**src/rtl/ps2_keyboard_receiver.sv**
```systemverilog
// PS/2 keyboard receiver: synchronises and de-glitches the PS/2 clock, deframes
// 11-bit frames and folds E0/F0 prefixes into a single scancode event.
module ps2_keyboard_receiver #(
    parameter int TIMEOUT_CYCLES = 25000,
    parameter int FILTER_LEN     = 8
) (
    input  logic       clk,
    input  logic       reset,
    input  logic       clkps2,
    input  logic       dataps2,
    output logic [7:0] scancode,
    output logic       extended,
    output logic       released,
    output logic       kb_interrupt,
    output logic       frame_error,
    output logic [1:0] dbg_state
);

    localparam int FW = $clog2(FILTER_LEN + 1);
    localparam int TW = $clog2(TIMEOUT_CYCLES + 1);

    typedef enum logic [1:0] {
        IDLE   = 2'd0,
        DATA   = 2'd1,
        PARITY = 2'd2,
        STOP   = 2'd3
    } state_t;

    state_t       state_q, state_d;
    logic         clk_s1_q, clk_s2_q, dat_s1_q, dat_s2_q;
    logic         filt_q, filt_d, filt_prev_q;
    logic [FW-1:0] fcnt_q, fcnt_d;
    logic [2:0]   bit_cnt_q, bit_cnt_d;
    logic [7:0]   shift_q, shift_d;
    logic         par_q, par_d;
    logic [TW-1:0] to_q, to_d;
    logic         ext_pend_q, ext_pend_d, rel_pend_q, rel_pend_d;
    logic [7:0]   sc_q, sc_d;
    logic         ext_q, ext_d, rel_q, rel_d;
    logic         kb_q, kb_d, fe_q, fe_d;
    logic         fall_edge;
    logic         timeout;

    // One-cycle strobe in the first cycle the filtered clock reads low.
    assign fall_edge = filt_prev_q & ~filt_q;
    assign timeout   = (state_q != IDLE) && !fall_edge && (to_q == TW'(TIMEOUT_CYCLES - 1));

    always_ff @(posedge clk) begin
        if (reset) begin
            clk_s1_q    <= 1'b1;
            clk_s2_q    <= 1'b1;
            dat_s1_q    <= 1'b1;
            dat_s2_q    <= 1'b1;
            filt_q      <= 1'b1;
            filt_prev_q <= 1'b1;
            fcnt_q      <= '0;
            state_q     <= IDLE;
            bit_cnt_q   <= '0;
            shift_q     <= '0;
            par_q       <= 1'b0;
            to_q        <= '0;
            ext_pend_q  <= 1'b0;
            rel_pend_q  <= 1'b0;
            sc_q        <= '0;
            ext_q       <= 1'b0;
            rel_q       <= 1'b0;
            kb_q        <= 1'b0;
            fe_q        <= 1'b0;
        end else begin
            clk_s1_q    <= clkps2;
            clk_s2_q    <= clk_s1_q;
            dat_s1_q    <= dataps2;
            dat_s2_q    <= dat_s1_q;
            filt_q      <= filt_d;
            filt_prev_q <= filt_q;
            fcnt_q      <= fcnt_d;
            state_q     <= state_d;
            bit_cnt_q   <= bit_cnt_d;
            shift_q     <= shift_d;
            par_q       <= par_d;
            to_q        <= to_d;
            ext_pend_q  <= ext_pend_d;
            rel_pend_q  <= rel_pend_d;
            sc_q        <= sc_d;
            ext_q       <= ext_d;
            rel_q       <= rel_d;
            kb_q        <= kb_d;
            fe_q        <= fe_d;
        end
    end

    // fcnt counts consecutive samples that disagree with the filtered level.
    always_comb begin
        filt_d = filt_q;
        fcnt_d = '0;
        if (clk_s2_q != filt_q) begin
            if (fcnt_q == FW'(FILTER_LEN - 1)) begin
                filt_d = clk_s2_q;
            end else begin
                fcnt_d = fcnt_q + 1'b1;
            end
        end
    end

    always_comb begin
        state_d    = state_q;
        bit_cnt_d  = bit_cnt_q;
        shift_d    = shift_q;
        par_d      = par_q;
        to_d       = to_q;
        ext_pend_d = ext_pend_q;
        rel_pend_d = rel_pend_q;
        sc_d       = sc_q;
        ext_d      = ext_q;
        rel_d      = rel_q;
        kb_d       = 1'b0;
        fe_d       = 1'b0;

        if (state_q == IDLE || fall_edge) begin
            to_d = '0;
        end else if (to_q != TW'(TIMEOUT_CYCLES - 1)) begin
            to_d = to_q + 1'b1;
        end

        if (timeout) begin
            state_d = IDLE;
            to_d    = '0;
        end else if (fall_edge) begin
            case (state_q)
                IDLE: begin
                    if (!dat_s2_q) begin
                        bit_cnt_d = '0;
                        shift_d   = '0;
                        state_d   = DATA;
                    end
                end
                DATA: begin
                    shift_d   = {dat_s2_q, shift_q[7:1]};
                    bit_cnt_d = bit_cnt_q + 1'b1;
                    if (bit_cnt_q == 3'd7) state_d = PARITY;
                end
                PARITY: begin
                    par_d   = dat_s2_q;
                    state_d = STOP;
                end
                STOP: begin
                    state_d = IDLE;
                    if (dat_s2_q && (^{shift_q, par_q})) begin
                        if (shift_q == 8'hE0) begin
                            ext_pend_d = 1'b1;
                        end else if (shift_q == 8'hF0) begin
                            rel_pend_d = 1'b1;
                        end else begin
                            sc_d       = shift_q;
                            ext_d      = ext_pend_q;
                            rel_d      = rel_pend_q;
                            kb_d       = 1'b1;
                            ext_pend_d = 1'b0;
                            rel_pend_d = 1'b0;
                        end
                    end else begin
                        fe_d       = 1'b1;
                        ext_pend_d = 1'b0;
                        rel_pend_d = 1'b0;
                    end
                end
                default: state_d = IDLE;
            endcase
        end
    end

    assign scancode     = sc_q;
    assign extended     = ext_q;
    assign released     = rel_q;
    assign kb_interrupt = kb_q;
    assign frame_error  = fe_q;
    assign dbg_state    = state_q;

endmodule

```
**config.mk**
```make
export PLATFORM = sky130hd
export DESIGN_NAME = ps2_keyboard_receiver
export DESIGN_NICKNAME = d
export VERILOG_FILES = /design/src/rtl/ps2_keyboard_receiver.sv
export SDC_FILE = /design/constraint.sdc
export NUM_CORES = 1
export LEC_CHECK = 0
export ABC_AREA = 1
export CORE_MARGIN = 3
export CORE_UTILIZATION = 46
export DETAILED_ROUTE_END_ITERATION = 10
export PLACE_DENSITY = 0.64
export SYNTH_ARGS = -nofsm -noshare
export SYNTH_HDL_FRONTEND = slang
export SYNTH_SLANG_ARGS = --single-unit
```
**constraint.sdc**
```tcl
create_clock -name clk -period 1.73 [get_ports clk]
set_clock_uncertainty 0.2 [all_clocks]
set_input_delay 0.346 -clock clk [delete_from_list [all_inputs] [get_ports clk]]
set_output_delay 0.346 -clock clk [all_outputs]
set_load 0.02 [all_outputs]
```
==> results of run 1 <==
[path summary, 6_finish.rpt]
kind	slack, ns	startpoint	endpoint	cells past startpoint
max reg2reg	-0.006	shift_q[1]	scancode[7]	11
min	0.22	dat_s1_q	dat_s2_q	1
max	-0.006	shift_q[1]	scancode[7]	11
min reg2reg	0.22	dat_s1_q	dat_s2_q	1
[logic make-up after synthesis]
| family | Yosys count |
|---|---|
| compound gates | 56 |
| xor+xnor | 5 |
| fa+ha+maj | 8 |
| buf+inv | 46 |
| flops | 53 |
| simple gates | 155 |
[state kept, by name (all words and copies together), names as in the netlist, 2 cells and up]
name       flops
fcnt_q         4
dbg_state      2
to_q          15
scancode       8
shift_q        8
bit_cnt_q      3
[worst max-delay path, delay by kind of cell (launching register included)]
family,cells,cell delay (ns)
AOI/OAI and AO/OA,1,0.04
buffers and inverters,2,0.25
DFF,1,0.36
and+or+nand+nor,8,0.77
[per-layer routing]
layer | vias to the layer above | part of all wire, %
li1 | 1148 | -
met1 | 1023 | 46
met2 | 32 | 50
met3 | 9 | 2.5
met4 | 0 | 1.8
met5 | - | 0
[final cells by class]
type	count	share of cell area, %
clock buffers	6	2.50
clock inverters	2	1.14
inverters	34	3.93
multi-input cells	224	42.8
flip-flops and latches	53	33.1
well taps	70	2.65
repair buffers	53	13.9
[through the flow]
stage                     setup slack (ns)  utilization (%)  instances  cell area [µm²]  hold WS (ns)
after floorplan                     0.0645                -        323             2500         0.189
after global placement            -0.00892             55.4        421             2860         0.193
after detailed placement           -0.0570             55.4        421             2860         0.198
after CTS                          0.00893             57.6        429             2980         0.221
after global routing               -0.0910             63.9        442             3310         0.232
final                             -0.00603             63.9        442             3310         0.221
[power by group]
group          internal [mW]  total [mW]  switching [mW]
clock network          0.471       0.885           0.414
logic                 0.0163      0.0413          0.0251
registers               1.21        1.22         0.00200
total                   1.70        2.14           0.441
[what timing repair did]
item | in CTS | in global routing
endpoints found under the hold margin | 0 | 0
pin swaps | 0 | 22
resized for setup | 18 | 71
cloned | 0 | 1
buffers inserted | 0 | 12
setup endpoints to repair | 24 | 35
[cell usage in the layout (no fill, tap or decap), types with 2 or more instances in the layout]
cell	instances
sky130_fd_sc_hd__a21oi_1	26
sky130_fd_sc_hd__a21oi_2	11
sky130_fd_sc_hd__buf_4	32
sky130_fd_sc_hd__buf_6	2
sky130_fd_sc_hd__clkbuf_8	6
sky130_fd_sc_hd__clkdlybuf4s50_1	3
sky130_fd_sc_hd__dfxtp_1	38
sky130_fd_sc_hd__dfxtp_2	9
sky130_fd_sc_hd__dfxtp_4	6
sky130_fd_sc_hd__dlygate4sd2_1	14
sky130_fd_sc_hd__ha_1	7
sky130_fd_sc_hd__inv_1	25
sky130_fd_sc_hd__inv_2	8
sky130_fd_sc_hd__nand2_1	44
sky130_fd_sc_hd__nand2_2	18
sky130_fd_sc_hd__nand2_4	12
sky130_fd_sc_hd__nand3_1	6
sky130_fd_sc_hd__nand3_2	2
sky130_fd_sc_hd__nand3_4	3
sky130_fd_sc_hd__nand4_1	14
sky130_fd_sc_hd__nor2_1	23
sky130_fd_sc_hd__nor2_2	5
sky130_fd_sc_hd__nor2_4	4
sky130_fd_sc_hd__nor3_1	10
sky130_fd_sc_hd__nor3b_1	3
sky130_fd_sc_hd__o21ai_0	16
sky130_fd_sc_hd__or2_2	5
sky130_fd_sc_hd__xor2_1	4
==> impl.org, run 1 <==
** CTS
- TritonCTS built the clock tree.
- TritonCTS Buffers :: 5
- The number of hold buffers added after CTS was 0.
- The clock drives 53 sinks.
- H-tree lvl count :: 2
- Number of buffers on the longest clock path :: 2
- Insertion delay to the later sink of the worst-skew pair :: 0.31 ns
- Reg clk slew, reported paths :: 0.10 ns
- The tree is rooted in a sky130_fd_sc_hd__clkbuf_8.

** Setup path
- For the worst setup path, the data arrival time is 1.73 ns.
- Required @ worst endpoint :: 1.73 ns
- Critical path endpoint category :: flop
- By startpoint and endpoint, the worst setup path is classified as flop to flop.
- The slowest stage of the critical path is the sky130_fd_sc_hd__dfxtp_2 cell.
- On the worst path, the slowest cell contributes a delay of 0.36 ns.
- CP startpoint kind :: flop
- Ordered cell list for the critical path :: nor2_1 -> nor2_2 -> inv_1 -> nand2_1 -> nand2_2 -> nand3_2 -> nand2_4 -> nand3_4 -> clkbuf_16 -> nand2_2 -> a21oi_2
- Maximum net fanout on the critical path :: 6
- Most prevalent standard cell on the critical path :: sky130_fd_sc_hd__nand2_2

** Logic synthesis
- Sequential cells were found to cover 42.5% of the synthesized design area.
- The synthesized design devotes to its leading area cell type 42.5% of total area.
- The number of nets in the synthesized netlist is 335.
- Most frequent cell after synthesis :: sky130_fd_sc_hd__nand2_1
- In the synthesized netlist, mux cells make up 0% of the area.
- Yosys mapped a number of flops with a built-in enable equal to 0.
- By count the netlist is led by sky130_fd_sc_hd__nand2_1, sky130_fd_sc_hd__dfxtp_1, sky130_fd_sc_hd__inv_1.
- After synthesis, the netlist uses 32 different library cells.
- Synthesized-area fraction occupied by and/or/nand/nor cells :: 30.4%
- Register bit total from synthesis :: 53
- Dominant register cell in the synthesized netlist :: sky130_fd_sc_hd__dfxtp_1
- By area, the combinational part of the netlist is dominated by simple AND/OR/NAND/NOR gates.
- Summing the areas of all fa, ha and maj instances in the mapped netlist gives 4.01% of the synthesized area.
- Synth async-reset ratio :: 0%
- During synthesis, Yosys emitted a total of 0 warnings.
- Post-Synth XOR/XNOR Area :: 1.76%
- A synthesized cell averages 7.72 µm².
- Yosys attributes the largest share of cell area to sky130_fd_sc_hd__dfxtp_1, sky130_fd_sc_hd__nand2_1, sky130_fd_sc_hd__a21oi_1.
- After synthesis the cells add up to 2490 µm².
- The synthesized netlist devotes 13.1% of its cell area to compound gates.
- The synthesized design spends more area on one cell type than any other, namely sky130_fd_sc_hd__dfxtp_1.
- Number of standard cells after synthesis :: 323

** Layout
- Flip-flop and latch area :: 1090 µm²
- Final #Nets :: 383
- Number of diodes :: 0
- Synth-to-Final Area Change :: 32.6%
- The multi-input combinational cells in the finished layout cover a total of 1410 µm².
- Fill cell instance count of the final layout :: 457
- In the final layout, the share of cells above drive strength 1 is 35.5%.

** Floorplanning
- The initialized floorplan defines 26 standard-cell rows.
- The initial utilization of the core area, before any placement, comes to 48.2%.
- 18 I/O pins were placed.
- Height of the die :: 79.6 µm
- Overall die area :: 6340 µm²
- The floorplan step set the die width to 79.6 µm.
- The floorplan step defined a core boundary enclosing 5170 µm².

** Routing
- The first routing iteration left 81 violations.
- After detailed routing, the number of remaining DRC violations is 0.
- Dividing the detail-routed via count by the number of cells gives 5.00.
- For this block, the routed nets add up to 5.38 mm of wire.
- First-pass iteration count of the detailed router :: 6
- In this run the remaining antenna-violating nets after routing total 0.
- The routed layout has 2212 vias.
- Dividing the detail-routed wire length by the instance count gives 12.2 µm.

** STA
- Hold Vio Cnt, Final :: 0
- Setup violations remaining at the end of the flow were counted as 4.
- Min cycle time layout :: 1.74 ns
- Number of pins with negative max-slew slack in the final report :: 0
- Final setup slack of the worst path :: -0.00603 ns
- Setup repair after global routing missed its margin :: true
- Derived from the worst setup path, the maximum achievable clock frequency is 576 MHz.
- Final cycle utilization of the critical path :: 100%
- In this run the tightest slew margin relative to its limit is 75.2%.
- For the final routed database, the setup TNS stands at -0.0113 ns.
- Transition time at the pin with the least slew margin :: 0.372 ns

** GRT
- After global routing the overflow that remains totals 0.
- The global routing stage identified its most utilized layer as met2.
- Met3 Resource Use GR :: 3.39%
- Met1 usage in global routing :: 21.6%
- The first global-routing pass estimated 8.60 mm of wire.
- Met2 track utilization from global routing :: 28.7%
- Entering global routing, the biggest net connects 22 pins.
- The number of antenna violations at the first check in global routing came to 0.
- The via count of the first global-routing pass was 1969.
- Across every metal layer, demand over resource in global routing totals 17.0%.

** Min path
- Worst min-delay path category :: flop to flop

** Placed design
- The wire-length estimate of the detail-placed layout is 3.45 mm.
- Input/output buffers :: 17
- Global placer's final weighted congestion :: 0.795

** Power
- Areal power density over the cells :: 648 nW/µm²
- For this design the static power due to leakage is 1.33 nW.
- IR Drop Worst-Case VDD :: 0.000523 V
- The completed layout was analyzed and its total power is 2.14 mW.

** Status
- The checks that failed: setup timing.
- The run finished, with violations left.

** Job
- Across the run, the number of max-cap violations was 0.
No activity file was read; power rests on OpenSTA's default activity.
==> run 2, diff against run 1 <==
--- a/config.mk
+++ b/config.mk
@@ -7,9 +7,10 @@
 export LEC_CHECK = 0
 export ABC_AREA = 1
 export CORE_MARGIN = 3
-export CORE_UTILIZATION = 46
+export CORE_UTILIZATION = 52
 export DETAILED_ROUTE_END_ITERATION = 10
-export PLACE_DENSITY = 0.64
+export PLACE_DENSITY = 0.72
+export SKIP_CTS_REPAIR_TIMING = 1
 export SYNTH_ARGS = -nofsm -noshare
 export SYNTH_HDL_FRONTEND = slang
 export SYNTH_SLANG_ARGS = --single-unit
==> run 2 against run 1 <==
- the run now ends clean
- wire length is 2.8% lower
- largest power group unchanged
- final cell count is 5.2% lower
- clock power is 15% lower
- global-route usage is 0.98 points higher
- count of clock-buffer cells in the layout is 1 higher
- sequential power hardly changed
- maximum frequency is 3.6% higher
- worst hold slack better by 0.0018 ns
- cell area is 2.1% lower
- flip-flop and latch count stayed put
- setup slack better by 0.060 ns
==> impl.org, run 2 (synthesis gave the netlist of run 1 again) <==
** Floorplanning
- Height of the die :: 75.3 µm (-5.5%)
- The initial core utilization was 55.4% (+7.2 points).
- Core area :: 4500 µm² (-13%)
- The die width is 75.3 µm (-5.5%).
- Row Count :: 24 (-7.7%)
- Overall die area :: 5660 µm² (-11%)
- The I/O pin total came to 18 (unchanged).

** Setup path
- The required time at the worst-slack endpoint is 1.73 ns (about the same).
- In this run the critical register-to-register path is launched from shift_q[6].
- Maximum net fanout on the critical path :: 5 (-1)
- STA classifies the critical path endpoint as a flop.
- First element of the critical path :: shift_q[6]
- CP startpoint kind :: flop
- Arr. time, crit path :: 1.68 ns (-0.05 ns)
- WS Path Type :: flop to flop

** STA
- The final count of pins violating max slew was 0 (unchanged).
- The portion of the clock cycle consumed by the worst path in the final layout is 96.9% (-3.5 points).
- The final setup violation count came to 0 (-4).
- Max frequency :: 597 MHz (+3.6%)
- The actual slew at the worst max-slew pin came to 0.385 ns (+0.0133 ns).
- Hold Vio Cnt, Final :: 0 (unchanged)
- Setup repair after global routing missed its margin :: true
- The tightest hold margin was 0.223 ns (+0.00177 ns).
- The final critical path time including I/O delays and setup came to 1.68 ns (-0.0603 ns).
- Worst-case headroom to the max-slew limit :: 74.3% (-0.89 points)
- The final worst setup slack is 0.0542 ns (+0.0603 ns).

** Layout
- The proportion of layout cells with a drive suffix above 1 was 31.9% (-3.6 points).
- The number of flip-flops under the largest register name came to 15 (unchanged).
- Final #Nets :: 378 (-1.3%)
- Layout Cells excl Fill :: 419 (-5.2%)
- The number of antenna cells inserted was 0 (unchanged).
- Final design area excluding fillers :: 3240 µm² (-2.1%)
- From synthesis to final layout, the design area changed by 29.9%.
- Most frequent cells in the layout :: sky130_fd_sc_hd__nand2_1, sky130_fd_sc_hd__dfxtp_1, sky130_fd_sc_hd__inv_1
- Most common cell after layout, fill and taps aside :: sky130_fd_sc_hd__nand2_1
- Top register by number of flip-flops :: to_q

** CTS
- CTS tree :: built
- H-tree lvl count :: 2 (unchanged)
- TritonCTS Buffers :: 5 (unchanged)
- The insertion delay of the later-clocked pin in the worst-skew pair was 0.30 ns (about the same).
- Number of buffers on the longest clock path :: 2 (unchanged)
- Clock tree root driver cell :: sky130_fd_sc_hd__clkbuf_8
- Total clock sinks :: 53 (unchanged)
- The clock-pin slew on the worst setup and hold paths came to 0.09 ns (about the same).

** Placed design
- The cell total after placement came to 403 (-4.3%).
- The total of buffers placed on input and output ports is 17 (unchanged).
- Global placer's final weighted congestion :: 0.837 (+5.3%)
- The setup slack after placement is -0.0183 ns (+0.0387 ns).
- Total half-perimeter wirelength after legalization and detailed placement :: 3.43 mm (-0.59%)
- The total cell area at the placement stage came to 2850 µm² (-0.35%).

** Power
- Clk pwr share :: 37.2% (-4.1 points)
- The part of the power in combinational logic came to 2.5% (+0.6 points).
- The switching component of the power came to 417 µW (-5.5%).
- Areal power density over the cells :: 622 nW/µm² (-4.0%)
- The internal cell power was 1.60 mW (-6.2%).
- Share of total power in sequential cells :: 60.3% (+3.5 points)
- The total power of the final layout came to 2.01 mW (-6.0%).
- The switching power as a share of total power was 20.7% (+0.11 points).
- Leak :: 1.48 nW (+12%)
- IR Drop Worst-Case VDD :: 0.000503 V (-3.7%)

** Job
- Max-Cap Viols :: 0 (unchanged)

** Routing
- First-pass iteration count of the detailed router :: 4 (-2)
- The via total after detailed routing is 2201 (-0.50%).
- The sum of routed wire length over all layers came to 5.23 mm (-2.8%).
- The remaining number of nets flagged by the antenna check after routing was 0 (unchanged).
- The average wire per cell in the routed design is 12.5 µm (+2.5%).
- Count of unresolved DRC violations after routing :: 0 (unchanged)
- The vias per cell came to 5.25 (+5.0%).
- The initial DRC count came to 122 (+51%).

** Status
- Run status :: finished, final reports clean

** GRT
- The via count of the first global-routing pass is 1873 (-4.9%).
- Overall Global Routing Usage :: 18.0% (+0.98 points)
- The number of antenna violations at the first check in global routing came to 0 (unchanged).
- Wire length of the first global-routing pass :: 7.98 mm (-7.2%)
- The overall overflow remaining after global route is 0 (unchanged).
- Largest net degree at the start of global routing :: 22 (unchanged)

** Min path
- Worst Hold Launch :: clk_s1_q
- In this run the worst hold path is classified as flop to flop.
run 2: per-layer routing:
metal / share of wire, % / vias to the layer above / global-route usage [%]
li1: - / 1138 / -
met1: 46 / 1012 / 23.8
met2: 49 / 41 / 30.0
met3: 3.7 / 10 / 4.14
met4: 1.5 / 0 / 4.08
met5: 0 / - / 0
run 2: final timing paths:
kind,endpoint,slack [ns],depth (start not counted)
setup / recovery,scancode[1],0.05,12
hold / removal,clk_s2_q,0.22,1
setup reg to reg,scancode[1],0.05,12
hold reg to reg,clk_s2_q,0.22,1
run 2: power by group through the flow:
| stage | sequential, mW | clock (mW) | combinational, mW |
|---|---|---|---|
| floorplan | 1.25 | 0 | 0.0240 |
| global placement | 1.25 | 0 | 0.0460 |
| detailed placement | 1.25 | 0 | 0.0467 |
| CTS | 1.23 | 0.778 | 0.0464 |
| global route | 1.22 | 0.812 | 0.0537 |
| finish | 1.21 | 0.749 | 0.0495 |
run 2: layout make-up:
cell class | count | area, µm²
repair buffers | 47 | 477
multi-input cells | 225 | 1370
fillers | 364 | 1270
flip-flops and latches | 53 | 1100
clock buffers | 7 | 96.3
inverters | 34 | 130
clock inverters | 1 | 5.00
well taps | 52 | 65.1
run 2: through the flow:
stage               util, %  setup TNS, ns
CTS                    65.6          -1.50
detailed placement     63.4        -0.0505
global placement       63.4              0
finish                 71.9              0
global route           71.9         -0.512
floorplan                 -              0
run 2: critical path: stages, from the launching register on:
cell and delay (ns):
sky130_fd_sc_hd__dfxtp_4 0.39, sky130_fd_sc_hd__inv_1 0.05, sky130_fd_sc_hd__nand2_1 0.05, sky130_fd_sc_hd__nand2_1 0.06, sky130_fd_sc_hd__nand2_1 0.08, sky130_fd_sc_hd__nand3_2 0.10
sky130_fd_sc_hd__nand2_2 0.08, sky130_fd_sc_hd__nand2_2 0.06, sky130_fd_sc_hd__nand2_4 0.11, sky130_fd_sc_hd__nand3_4 0.11, sky130_fd_sc_hd__clkbuf_16 0.18, sky130_fd_sc_hd__nand2_2 0.06
sky130_fd_sc_hd__a21oi_2 0.04
==> run 3, diff against run 2 <==
==> constraint.sdc (replaced) <==
create_clock -name clk -period 1.73 [get_ports clk]
set_clock_uncertainty 0.2 [all_clocks]
set_input_delay 0.346 -clock clk [delete_from_list [all_inputs] [get_ports clk]]
set_output_delay 0.346 -clock clk [all_outputs]
set_load 0.1 [all_outputs]
==> run 3 against run 2 <==
- register-to-register slack worse by 0.02 ns
- critical path depth stayed put
- cell area is 1.3% higher
- flip-flop and latch count stayed put
- sequential share of layout area is 0.39 points lower
- worst hold slack better by 0.0069 ns
- first-iteration DRC count is 16% lower
- largest cell class unchanged
==> impl.org, run 3 (synthesis gave the netlist of run 1 again) <==
** Status
- The run finished with clean final reports.

** Routing
- The remaining number of nets flagged by the antenna check after routing came to 0 (unchanged).
- Vias after detailed routing :: 2232 (+1.4%)
- Count of unresolved DRC violations after routing :: 0 (unchanged)
- Routed Wire Length :: 5.34 mm (+2.1%)
- The initial DRC count was 102 (-16%).
- First-pass iteration count of the detailed router :: 4 (unchanged)
- The average wire per cell in the routed design is 12.9 µm (+3.1%).
- The vias per cell came to 5.38 (+2.4%).

** GRT
- The number of antenna violations at the first check in global routing was 0 (unchanged).
- Overall Global Routing Usage :: 19.0% (+0.98 points)
- The maximum number of pins on one net before global-route repair is 22 (unchanged).
- Wire length of the first global-routing pass :: 8.40 mm (+5.3%)
- The via count of the first global-routing pass came to 1995 (+6.5%).
- Sum of overflow across all layers after global routing :: 0 (unchanged)

** Setup path
- The highest cell delay on the worst timing path came to 0.37 ns (-0.02 ns).
- First element of the critical path :: shift_q[3]
- The count of buffering cells on the critical path with inverters included came to 2 (unchanged).
- The critical path is of the flop to flop type.
- Most prevalent standard cell on the critical path :: sky130_fd_sc_hd__nand2_2
- On the critical path the largest part of the delay comes from simple AND/OR/NAND/NOR gates.
- RR Endpoint :: scancode[1]
- Critical Path Sink :: scancode[1]
- Path depth of the worst reg2reg path :: 12 (unchanged)
- Required @ worst endpoint :: 1.71 ns (-0.02 ns)
- Maximum net fanout on the critical path :: 11 (+6)
- CP startpoint kind :: flop
- Critical path endpoint category :: flop
- The largest individual stage delay along the critical path comes from the cell sky130_fd_sc_hd__dfxtp_4.
- The signal on the critical path passes through buf_6 -> nand2_2 -> nand2_2 -> nand2_2 -> nand3_2 -> nand2_2 -> nand2_2 -> nand2_4 -> nand3_4 -> buf_12 -> nand2_2 -> a21oi_2.
- The startpoint identified for the worst register-to-register timing path is shift_q[3].
- The number of cells on the critical path was 12 (unchanged).
- Flop2flop setup slack :: 0.04 ns (-0.02 ns)
- Arr. time, crit path :: 1.68 ns (about the same)

** STA
- Setup repair after global routing could not meet its margin everywhere.
- The actual slew at the worst max-slew pin was 0.354 ns (-0.0306 ns).
- Min cycle time layout :: 1.69 ns (+0.0150 ns)
- The final setup violation count was 0 (unchanged).
- Max frequency :: 591 MHz (-0.89%)
- The final worst setup slack is 0.0392 ns (-0.0150 ns).
- The total count of hold-check failures in the final report is 0 (unchanged).
- The portion of the clock cycle consumed by the worst path in the final layout came to 97.7% (+0.87 points).
- Worst-case headroom to the max-slew limit :: 76.4% (+2.0 points)
- The final count of pins violating max slew is 0 (unchanged).

** Layout
- Flip-flop and latch area :: 1100 µm² (+0.11%)
- Layout Cells excl Fill :: 415 (-0.95%)
- Most frequent cells in the layout :: sky130_fd_sc_hd__nand2_1, sky130_fd_sc_hd__dfxtp_1, sky130_fd_sc_hd__inv_1
- Post-Route Utilization :: 72.8% (+0.92 points)
- Multi-input gate area in the final layout :: 1360 µm² (-0.64%)
- The fill cell total of the finished layout was 331 (-9.1%).
- Share of post-route cells with drive strength above 1 :: 36.9% (+5.0 points)
- The number of nets in the final layout was 375 (-0.79%).
- The number of antenna cells inserted was 0 (unchanged).
- The number of flip-flops under the largest register name was 15 (unchanged).
- Synth-to-Final Area Change :: 31.5%
- Top register by number of flip-flops :: to_q
- Most common cell after layout, fill and taps aside :: sky130_fd_sc_hd__nand2_1

** Job
- The count of maximum capacitance violations came to 0 (unchanged).

** CTS
- The number of H-tree branching levels came to 2 (unchanged).
- TritonCTS Buffers :: 5 (unchanged)
- The insertion delay of the later-clocked pin in the worst-skew pair is 0.30 ns (about the same).
- Reg clk slew, reported paths :: 0.09 ns (about the same)
- Total clock sinks :: 53 (unchanged)
- CTS tree :: built
- The cell sitting at the root of the clock tree is a sky130_fd_sc_hd__clkbuf_8.
- Number of buffers on the longest clock path :: 2 (unchanged)

** Floorplanning
- The I/O pin total came to 18 (unchanged).
- Starting utilization of the core area :: 55.4% (unchanged)
- The chip height was 75.3 µm (unchanged).
- Row Count :: 24 (unchanged)
- The overall die area was 5660 µm² (unchanged).
- Core area :: 4500 µm² (unchanged)
- Die W :: 75.3 µm (unchanged)

** Power
- The power density relative to cell area is 596 nW/µm² (-4.1%).
- The maximum vdd drop was 0.000552 V (+9.8%).
- The leakage power summed over all cells came to 1.27 nW (-14%).

** Placed design
- Post-Place Worst Slack :: -0.0585 ns (-0.0402 ns)
- Input/output buffers :: 17 (unchanged)
- Global placer's final weighted congestion :: 0.851 (+1.7%)
- Total half-perimeter wirelength after legalization and detailed placement :: 3.50 mm (+2.2%)
- # placed instances :: 399 (-0.99%)

** Min path
- Worst min-delay path category :: flop to flop
## run 3: metal layers
metal,track usage (%),vias up,part of all wire (%)
li1,-,1141,-
met1,24.8,1035,44
met2,31.4,45,50
met3,3.60,11,3.7
met4,6.60,0,2.2
met5,0,-,0
## run 3: area by class of cell
type	instances	area share (%)
sequential	53	33.5
clock inverter	1	0.229
multi-input combinational	225	41.5
timing repair buffer	44	16.4
clock buffer	6	2.52
inverter	34	3.89
tap	52	1.98
## run 3: metrics by stage
step	power, mW	setup TNS [ns]	hold WS (ns)	area [µm²]
2_1_floorplan	1.27	0	0.189	2510
3_3_place_gp	1.29	-0.105	0.199	2970
3_5_place_dp	1.29	-0.214	0.197	2970
4_1_cts	1.99	-0.0871	0.230	3060
5_1_grt	2.02	-1.01	0.256	3280
6_report	1.95	0	0.230	3280
## run 3: worst min path at each step
stage	start	to	slack [ns]	cells past startpoint
final	clk_s1_q	clk_s2_q	0.23	1
after global placement	clk_s1_q	clk_s2_q	0.20	1
after global routing	clk_s1_q	clk_s2_q	0.26	1
after detailed placement	clk_s1_q	clk_s2_q	0.20	1
after floorplan	clk_s1_q	clk_s2_q	0.19	1
after CTS	dat_s1_q	dat_s2_q	0.23	1
## run 3: report_power, final
group / leakage [nW] / internal (mW) / switching, mW
combinational: 0.793 / 0.0155 / 0.0268
sequential: 0.438 / 1.21 / 0.00210
clock: 0.0433 / 0.317 / 0.381
